$ cat config.mk
export PLATFORM = sky130hd
export DESIGN_NAME = ir_sequencer
export DESIGN_NICKNAME = d
export VERILOG_FILES = /design/src/rtl/ir_sequencer_pkg.sv /design/src/rtl/ir_sequencer_irq_prio.sv /design/src/rtl/ir_sequencer.sv
export SDC_FILE = /design/constraint.sdc
export NUM_CORES = 1
export LEC_CHECK = 0
export ABC_AREA = 1
export ABC_CLOCK_PERIOD_IN_PS = 1600
export CORE_MARGIN = 3
export CORE_UTILIZATION = 37
export DETAILED_ROUTE_END_ITERATION = 8
export HOLD_SLACK_MARGIN = 0.1
export PLACE_DENSITY = 0.73
export SYNTH_ARGS = -nofsm -noshare
export SYNTH_HDL_FRONTEND = slang
export SYNTH_HIERARCHICAL = 1
export SYNTH_SLANG_ARGS = --single-unit
$ cat constraint.sdc
create_clock -name clk -period 1.6 [get_ports clk]
set_input_delay 0.4 -clock clk [delete_from_list [all_inputs] [get_ports clk]]
set_output_delay 0.4 -clock clk [all_outputs]
set_load 0.05 [all_outputs]
$ cat src/rtl/ir_sequencer_pkg.sv
// Shared types and constants for the sm83 instruction-register / step sequencer
// and the decoder that consumes {cb, ir, step}.
//
// Contents:
//   cond_t       - condition codes carried on the decoder's cond field
//   seq_state_t  - sequencer run state
//   *_OPCODE     - opcodes the sequencer treats specially
//   IRQ_BASE     - low byte of the first interrupt vector
//   cond_met()   - evaluates a condition code against the Z and C flags

package ir_sequencer_pkg;

    typedef enum logic [1:0] {
        CondNz = 2'd0,
        CondZ  = 2'd1,
        CondNc = 2'd2,
        CondC  = 2'd3
    } cond_t;

    typedef enum logic [0:0] {
        StRun  = 1'b0,
        StHalt = 1'b1
    } seq_state_t;

    // Unused sm83 opcode, repurposed so the decoder can run interrupt dispatch
    // through its normal microcode tables.
    localparam logic [7:0] IRQ_OPCODE  = 8'hD3;
    localparam logic [7:0] HALT_OPCODE = 8'h76;
    localparam logic [7:0] CB_OPCODE   = 8'hCB;
    localparam logic [7:0] IRQ_BASE    = 8'h40;

    // True when the branch/call/return condition holds.
    function automatic logic cond_met(input cond_t c, input logic z, input logic cy);
        logic met;
        unique case (c)
            CondNz:  met = !z;
            CondZ:   met = z;
            CondNc:  met = !cy;
            CondC:   met = cy;
            default: met = 1'b0;
        endcase
        return met;
    endfunction

endpackage

$ cat src/rtl/ir_sequencer_irq_prio.sv
// Combinational fixed-priority encoder for pending interrupts.
// Bit 0 has the highest priority.
//
// Ports:
//   pending  in   LINES  IE & IF
//   any      out  1      at least one pending source
//   onehot   out  LINES  lowest set bit of pending (zero when none)
//   index    out  IDX_W  position of that bit (zero when none)

module irq_prio
    import ir_sequencer_pkg::*;
#(
    parameter int unsigned LINES = 5,
    parameter int unsigned IDX_W = 3
) (
    input  logic [LINES-1:0] pending,
    output logic             any,
    output logic [LINES-1:0] onehot,
    output logic [IDX_W-1:0] index
);

    assign any = |pending;

    // Two's-complement trick isolates the lowest set bit.
    assign onehot = pending & (~pending + LINES'(1));

    always_comb begin
        index = '0;
        // Walk from the top so the lowest set bit is the last one written.
        for (int i = int'(LINES) - 1; i >= 0; i--) begin
            if (pending[i]) begin
                index = IDX_W'(i);
            end
        end
    end

endmodule

$ cat src/rtl/ir_sequencer.sv
// Instruction register and M-cycle step sequencer for the sm83 core.
// Latches the opcode on an instruction's last step (overlapped fetch), steps
// through the instruction, takes early exits on failed conditions, tracks the
// CB prefix page, implements HALT, owns IME (with the one-instruction EI delay)
// and injects interrupt dispatch as IRQ_OPCODE.
//
// Ports:
//   clk, rst_n    clock (one M-cycle per edge), synchronous active-low reset
//   d_in          data bus, carries the opcode on an instruction's last step
//   flags         {Z,N,H,C}
//   done          decoder: current step is the instruction's last
//   is_cond       decoder: condition evaluated this step
//   cond          decoder: condition code (cond_t)
//   next_cond     decoder: step to jump to when the condition fails
//   ei, di, reti  decoder strobes
//   irq_en        IE register
//   irq_flag      IF register
//   ir, cb, step  opcode / CB page / step fed to the decoder
//   halted        core is in HALT
//   ime           interrupt master enable
//   irq_ack       one-cycle one-hot IF clear strobe
//   irq_vector    low byte of the dispatch vector, valid while ir == IRQ_OPCODE

module ir_sequencer
    import ir_sequencer_pkg::*;
#(
    parameter int unsigned IRQ_LINES = 5,
    parameter logic [7:0]  RESET_IR  = 8'h00
) (
    input  logic                 clk,
    input  logic                 rst_n,
    input  logic [7:0]           d_in,
    input  logic [3:0]           flags,
    input  logic                 done,
    input  logic                 is_cond,
    input  logic [1:0]           cond,
    input  logic [2:0]           next_cond,
    input  logic                 ei,
    input  logic                 di,
    input  logic                 reti,
    input  logic [IRQ_LINES-1:0] irq_en,
    input  logic [IRQ_LINES-1:0] irq_flag,
    output logic [7:0]           ir,
    output logic                 cb,
    output logic [2:0]           step,
    output logic                 halted,
    output logic                 ime,
    output logic [IRQ_LINES-1:0] irq_ack,
    output logic [7:0]           irq_vector
);

    localparam int unsigned IDX_W = (IRQ_LINES > 1) ? $clog2(IRQ_LINES) : 1;

    seq_state_t           state;
    logic                 ei_pending;

    logic [IRQ_LINES-1:0] pending;
    logic                 irq_any;
    logic [IRQ_LINES-1:0] irq_onehot;
    logic [IDX_W-1:0]     irq_index;
    logic [7:0]           vector_next;
    logic                 take_irq;
    logic                 cond_ok;

    // N and H never affect sequencing.
    logic                 unused_flags;
    assign unused_flags = ^flags[2:1];

    assign pending = irq_en & irq_flag;

    irq_prio #(
        .LINES (IRQ_LINES),
        .IDX_W (IDX_W)
    ) u_irq_prio (
        .pending (pending),
        .any     (irq_any),
        .onehot  (irq_onehot),
        .index   (irq_index)
    );

    // 8 bytes per vector; wraps within 8 bits by construction.
    assign vector_next = IRQ_BASE + (8'(irq_index) << 3);

    assign cond_ok = cond_met(cond_t'(cond), flags[3], flags[0]);

    // Dispatch replaces an instruction boundary fetch, or ends HALT.
    assign take_irq = ime && irq_any && ((state == StHalt) || done);

    always_ff @(posedge clk) begin
        if (!rst_n) begin
            state      <= StRun;
            ir         <= RESET_IR;
            cb         <= 1'b0;
            step       <= 3'd0;
            halted     <= 1'b0;
            ime        <= 1'b0;
            ei_pending <= 1'b0;
            irq_ack    <= '0;
            irq_vector <= IRQ_BASE;
        end else begin
            irq_ack <= '0;

            // IME bookkeeping; later statements take precedence.
            // A pending EI becomes effective at the next instruction boundary,
            // after the dispatch decision for that boundary has been made.
            if ((state == StRun) && done && ei_pending) begin
                ime        <= 1'b1;
                ei_pending <= 1'b0;
            end
            if (ei) begin
                ei_pending <= 1'b1;
            end
            if (reti) begin
                ime <= 1'b1;
            end
            if (di || take_irq) begin
                ime        <= 1'b0;
                ei_pending <= 1'b0;
            end

            unique case (state)
                StRun: begin
                    if (done) begin
                        if (ir == HALT_OPCODE && !cb && !irq_any) begin
                            // ir and step hold while halted.
                            state  <= StHalt;
                            halted <= 1'b1;
                            cb     <= 1'b0;
                        end else if (!take_irq) begin
                            ir   <= d_in;
                            step <= 3'd0;
                            // Only a CB fetched from the base page opens the CB page.
                            cb   <= (ir == CB_OPCODE) && !cb;
                        end
                    end else if (is_cond && !cond_ok) begin
                        step <= next_cond;
                    end else begin
                        step <= step + 3'd1;
                    end
                end
                StHalt: begin
                    step <= 3'd0;
                    if (irq_any) begin
                        state  <= StRun;
                        halted <= 1'b0;
                        // With IME clear the core just resumes on the next opcode.
                        if (!take_irq) begin
                            ir <= d_in;
                            cb <= 1'b0;
                        end
                    end
                end
                default: begin
                    state <= StRun;
                end
            endcase

            // Dispatch overrides the fetch; d_in is discarded.
            if (take_irq) begin
                state      <= StRun;
                halted     <= 1'b0;
                ir         <= IRQ_OPCODE;
                cb         <= 1'b0;
                step       <= 3'd0;
                irq_ack    <= irq_onehot;
                irq_vector <= vector_next;
            end
        end
    end

endmodule

==> flow_summary.toml <==
[worst_setup_path]
rr_endpoint = "step[1]"
arrival_ns = 1.77
startpoint = "irq_flag[4]"
critPathLaunchType = "input pin"
worstSetupPathType = "in -> reg"
endpoint_kind = "flip-flop"
r2r_cells = 6
r2r-start = "ir[4]"
worst_ep_required_time_ns = 1.82
cp_max_fo = 5
ff2ff_setup_slack_ns = 0.19
crit_end = "halted"

[global_routing]
grt-ovfl-total = 0
grt_usage_pct = 15.8
grt_pass1_vias = 1247
grt_max_degree = 17
antenna_found_initial = 0
grt_pass1_wl_um = 5290

[min_path]
worstHoldPathType = "reg -> reg"
min_from = "irq_vector[5]"

[timing]
skew_ns = 0.0119
report.final.slew_viol_count = 0
fin_setup_tns_ns = 0
fin_crit_ns = 1.55
finalSetupViolCount = 0
max_clock_freq_ghz = 0.647
finalCritPeriodShare_pct = 96.6
whs_ns = 0.497
finalHoldViolations = 0

[synth]
synth_mux_area_share_pct = 0
synthFlopType = "dfxtp_1"
synth_xor_area_share_pct = 0.657
synthArstFlopShare_pct = 0
yosys.area_share.adder_pct = 0.939
synth_seq_cells = 24
synth_cell_types = 28
synth-edff-count = 0
syn_inst = 196
netlist_top_cells_area = "dfxtp_1 36%, nand2_1 11%, inv_1 9.0%, nor2_1 7.3%, nand3_1 7.1%"
syn_avg_cell_area_sq_um = 6.80
synth-simple-area-share_pct = 37.8
yosysTopAreaCell = "dfxtp_1"
yosysSeqAreaShare_pct = 36.1
netlist_area_sq_mm = 0.00133
synth_compound_area_share_pct = 8.92
synth_top_family_by_area = "simple AND/OR/NAND/NOR gates"
yosys_warnings = 6
synth_top_area_share_pct = 36.1

[routing]
first_pass_iters = 4
vias = 1473
drt_iter0_drc = 82
route.detailed.wl_per_inst_um = 11.5
wirelength_um = 3600
drtAntennaViolNets = 0
via_per_inst = 4.69
drcViolationCount = 0

[cells_and_area]
layout_common_cells = "38 x nand2_1, 27 x inv_1, 26 x nor2_1"
fill_cells = 257
nets = 304
area_growth_pct = 77.5
design_area_sq_mm = 0.00236
final_common_cell = "nand2_1"
drive_gt1_share_pct = 28.4
fin_util_pct = 69.8
antenna_cells = 0

[power_and_ir_drop]
swShare_pct = 32.6
leakage_nw = 1.14
combPwrFrac_pct = 32.6
power_density_mw_per_mm2 = 625
power_frac_clock_pct = 22.4
switchingPower_w = 0.000481
power.internal_w = 0.000997
max-vdd-ir-drop_mv = 0.356
seqPwrFrac_pct = 45.0

[cts]
ctsHoldBuffers = 0
cts_buffer_depth = 2
cts_root_buf = "clkbuf_4"
clk_latency_ns = 0.33
h-tree-depth = 1
clk_pin_slew_ns = 0.14
numCtsBuffers = 3
cts_tree = "built"
clock-sinks = 24

[place]
port_buffers = 53
gp_congestion = 0.782
dpl_cell_area_sq_mm = 0.00221
hpwl_um = 2750

[die]
rows = 21
core-area_sq_mm = 0.00339
die_area_sq_mm = 0.00436
start_util_pct = 39.3
die_w_um = 66.0
die_y_um = 66.0
ios = 61

[run_status]
outcome = "finished clean"

[job]
maxCapViolCount = 0
[worst min-delay path by stage]
stage                          endpoint  slack (ns)  cells past startpoint
after floorplan                     ime        0.44                      2
after CTS                 irq_vector[5]        0.50                      2
after global routing      irq_vector[5]        0.52                      2
after global placement    irq_vector[4]        0.48                      2
final                     irq_vector[5]        0.50                      2
after detailed placement  irq_vector[5]        0.48                      2
[final cells by class]
type	count	area, sq um	share of cell area [%]
timing repair buffer	74	943	39.9
multi-input combinational	132	717	30.3
sequential	24	480	20.3
inverter	34	130	5.50
tap	46	57.6	2.43
clock buffer	4	36.3	1.53
[kinds of logic (layout without fill, tap and decap cells)]
family	Yosys count	after routing
and+or+nand+nor	105	105
buffers and inverters	43	112
DFF	24	24
AOI/OAI and AO/OA	20	20
other	2	5
adders and majority gates	1	1
xor gates and xnor gates	1	1
[worst max-delay path, stage by stage]
cell and delay, ns:
clkdlybuf4s50_1 0.45, nand2_1 0.04, inv_1 0.06, inv_2 0.05, nand3_4 0.13, nand2_4 0.08
buf_6 0.13, o21ai_4 0.23, buf_4 0.17, a21oi_1 0.03
[cell usage after synthesis (4+ instances only)]
| cell type | n |
|---|---|
| nand2_1 | 39 |
| inv_1 | 32 |
| nor2_1 | 26 |
| dfxtp_1 | 24 |
| nand3_1 | 19 |
| a21oi_1 | 13 |
| buf_4 | 6 |
| nand4_1 | 4 |
| nor3_1 | 4 |
[timing repair]
action	CTS	global route
setup buffers	1	2
gates cloned	0	1
pin swaps	2	11
setup endpoints to repair	16	22
resized for setup	5	27
[per-layer routing]
metal  GRT usage, %  routed length [um]
met1           17.5                1460
met2           28.0                1860
met3           4.08                 216
met4           6.85                  72
met5              0                   0
[power by group through the flow]
stage / clock (W) / combinational (W) / sequential (W)
floorplan: 0 / 0.000170 / 0.000739
global placement: 0 / 0.000450 / 0.000675
detailed placement: 0 / 0.000460 / 0.000676
CTS: 0.000334 / 0.000472 / 0.000663
global route: 0.000354 / 0.000514 / 0.000668
finish: 0.000331 / 0.000482 / 0.000665
[metrics by stage]
step / setup WS [ns] / cells / total power (W)
floorplan: 0.00166 / 199 / 0.000908
global placement: -0.417 / 306 / 0.00113
detailed placement: -0.490 / 306 / 0.00114
CTS: 0.000351 / 311 / 0.00147
global route: -0.00614 / 314 / 0.00154
finish: 0.0536 / 314 / 0.00148
[flip-flops by register name, indices dropped and copies added, names as in the netlist]
name / count
cb: 1
halted: 1
ir: 8
step: 3
irq_ack: 5
ime: 1
irq_vector: 3
state: 1
ei_pending: 1
Note: power is estimated with default switching activity, not from simulation.
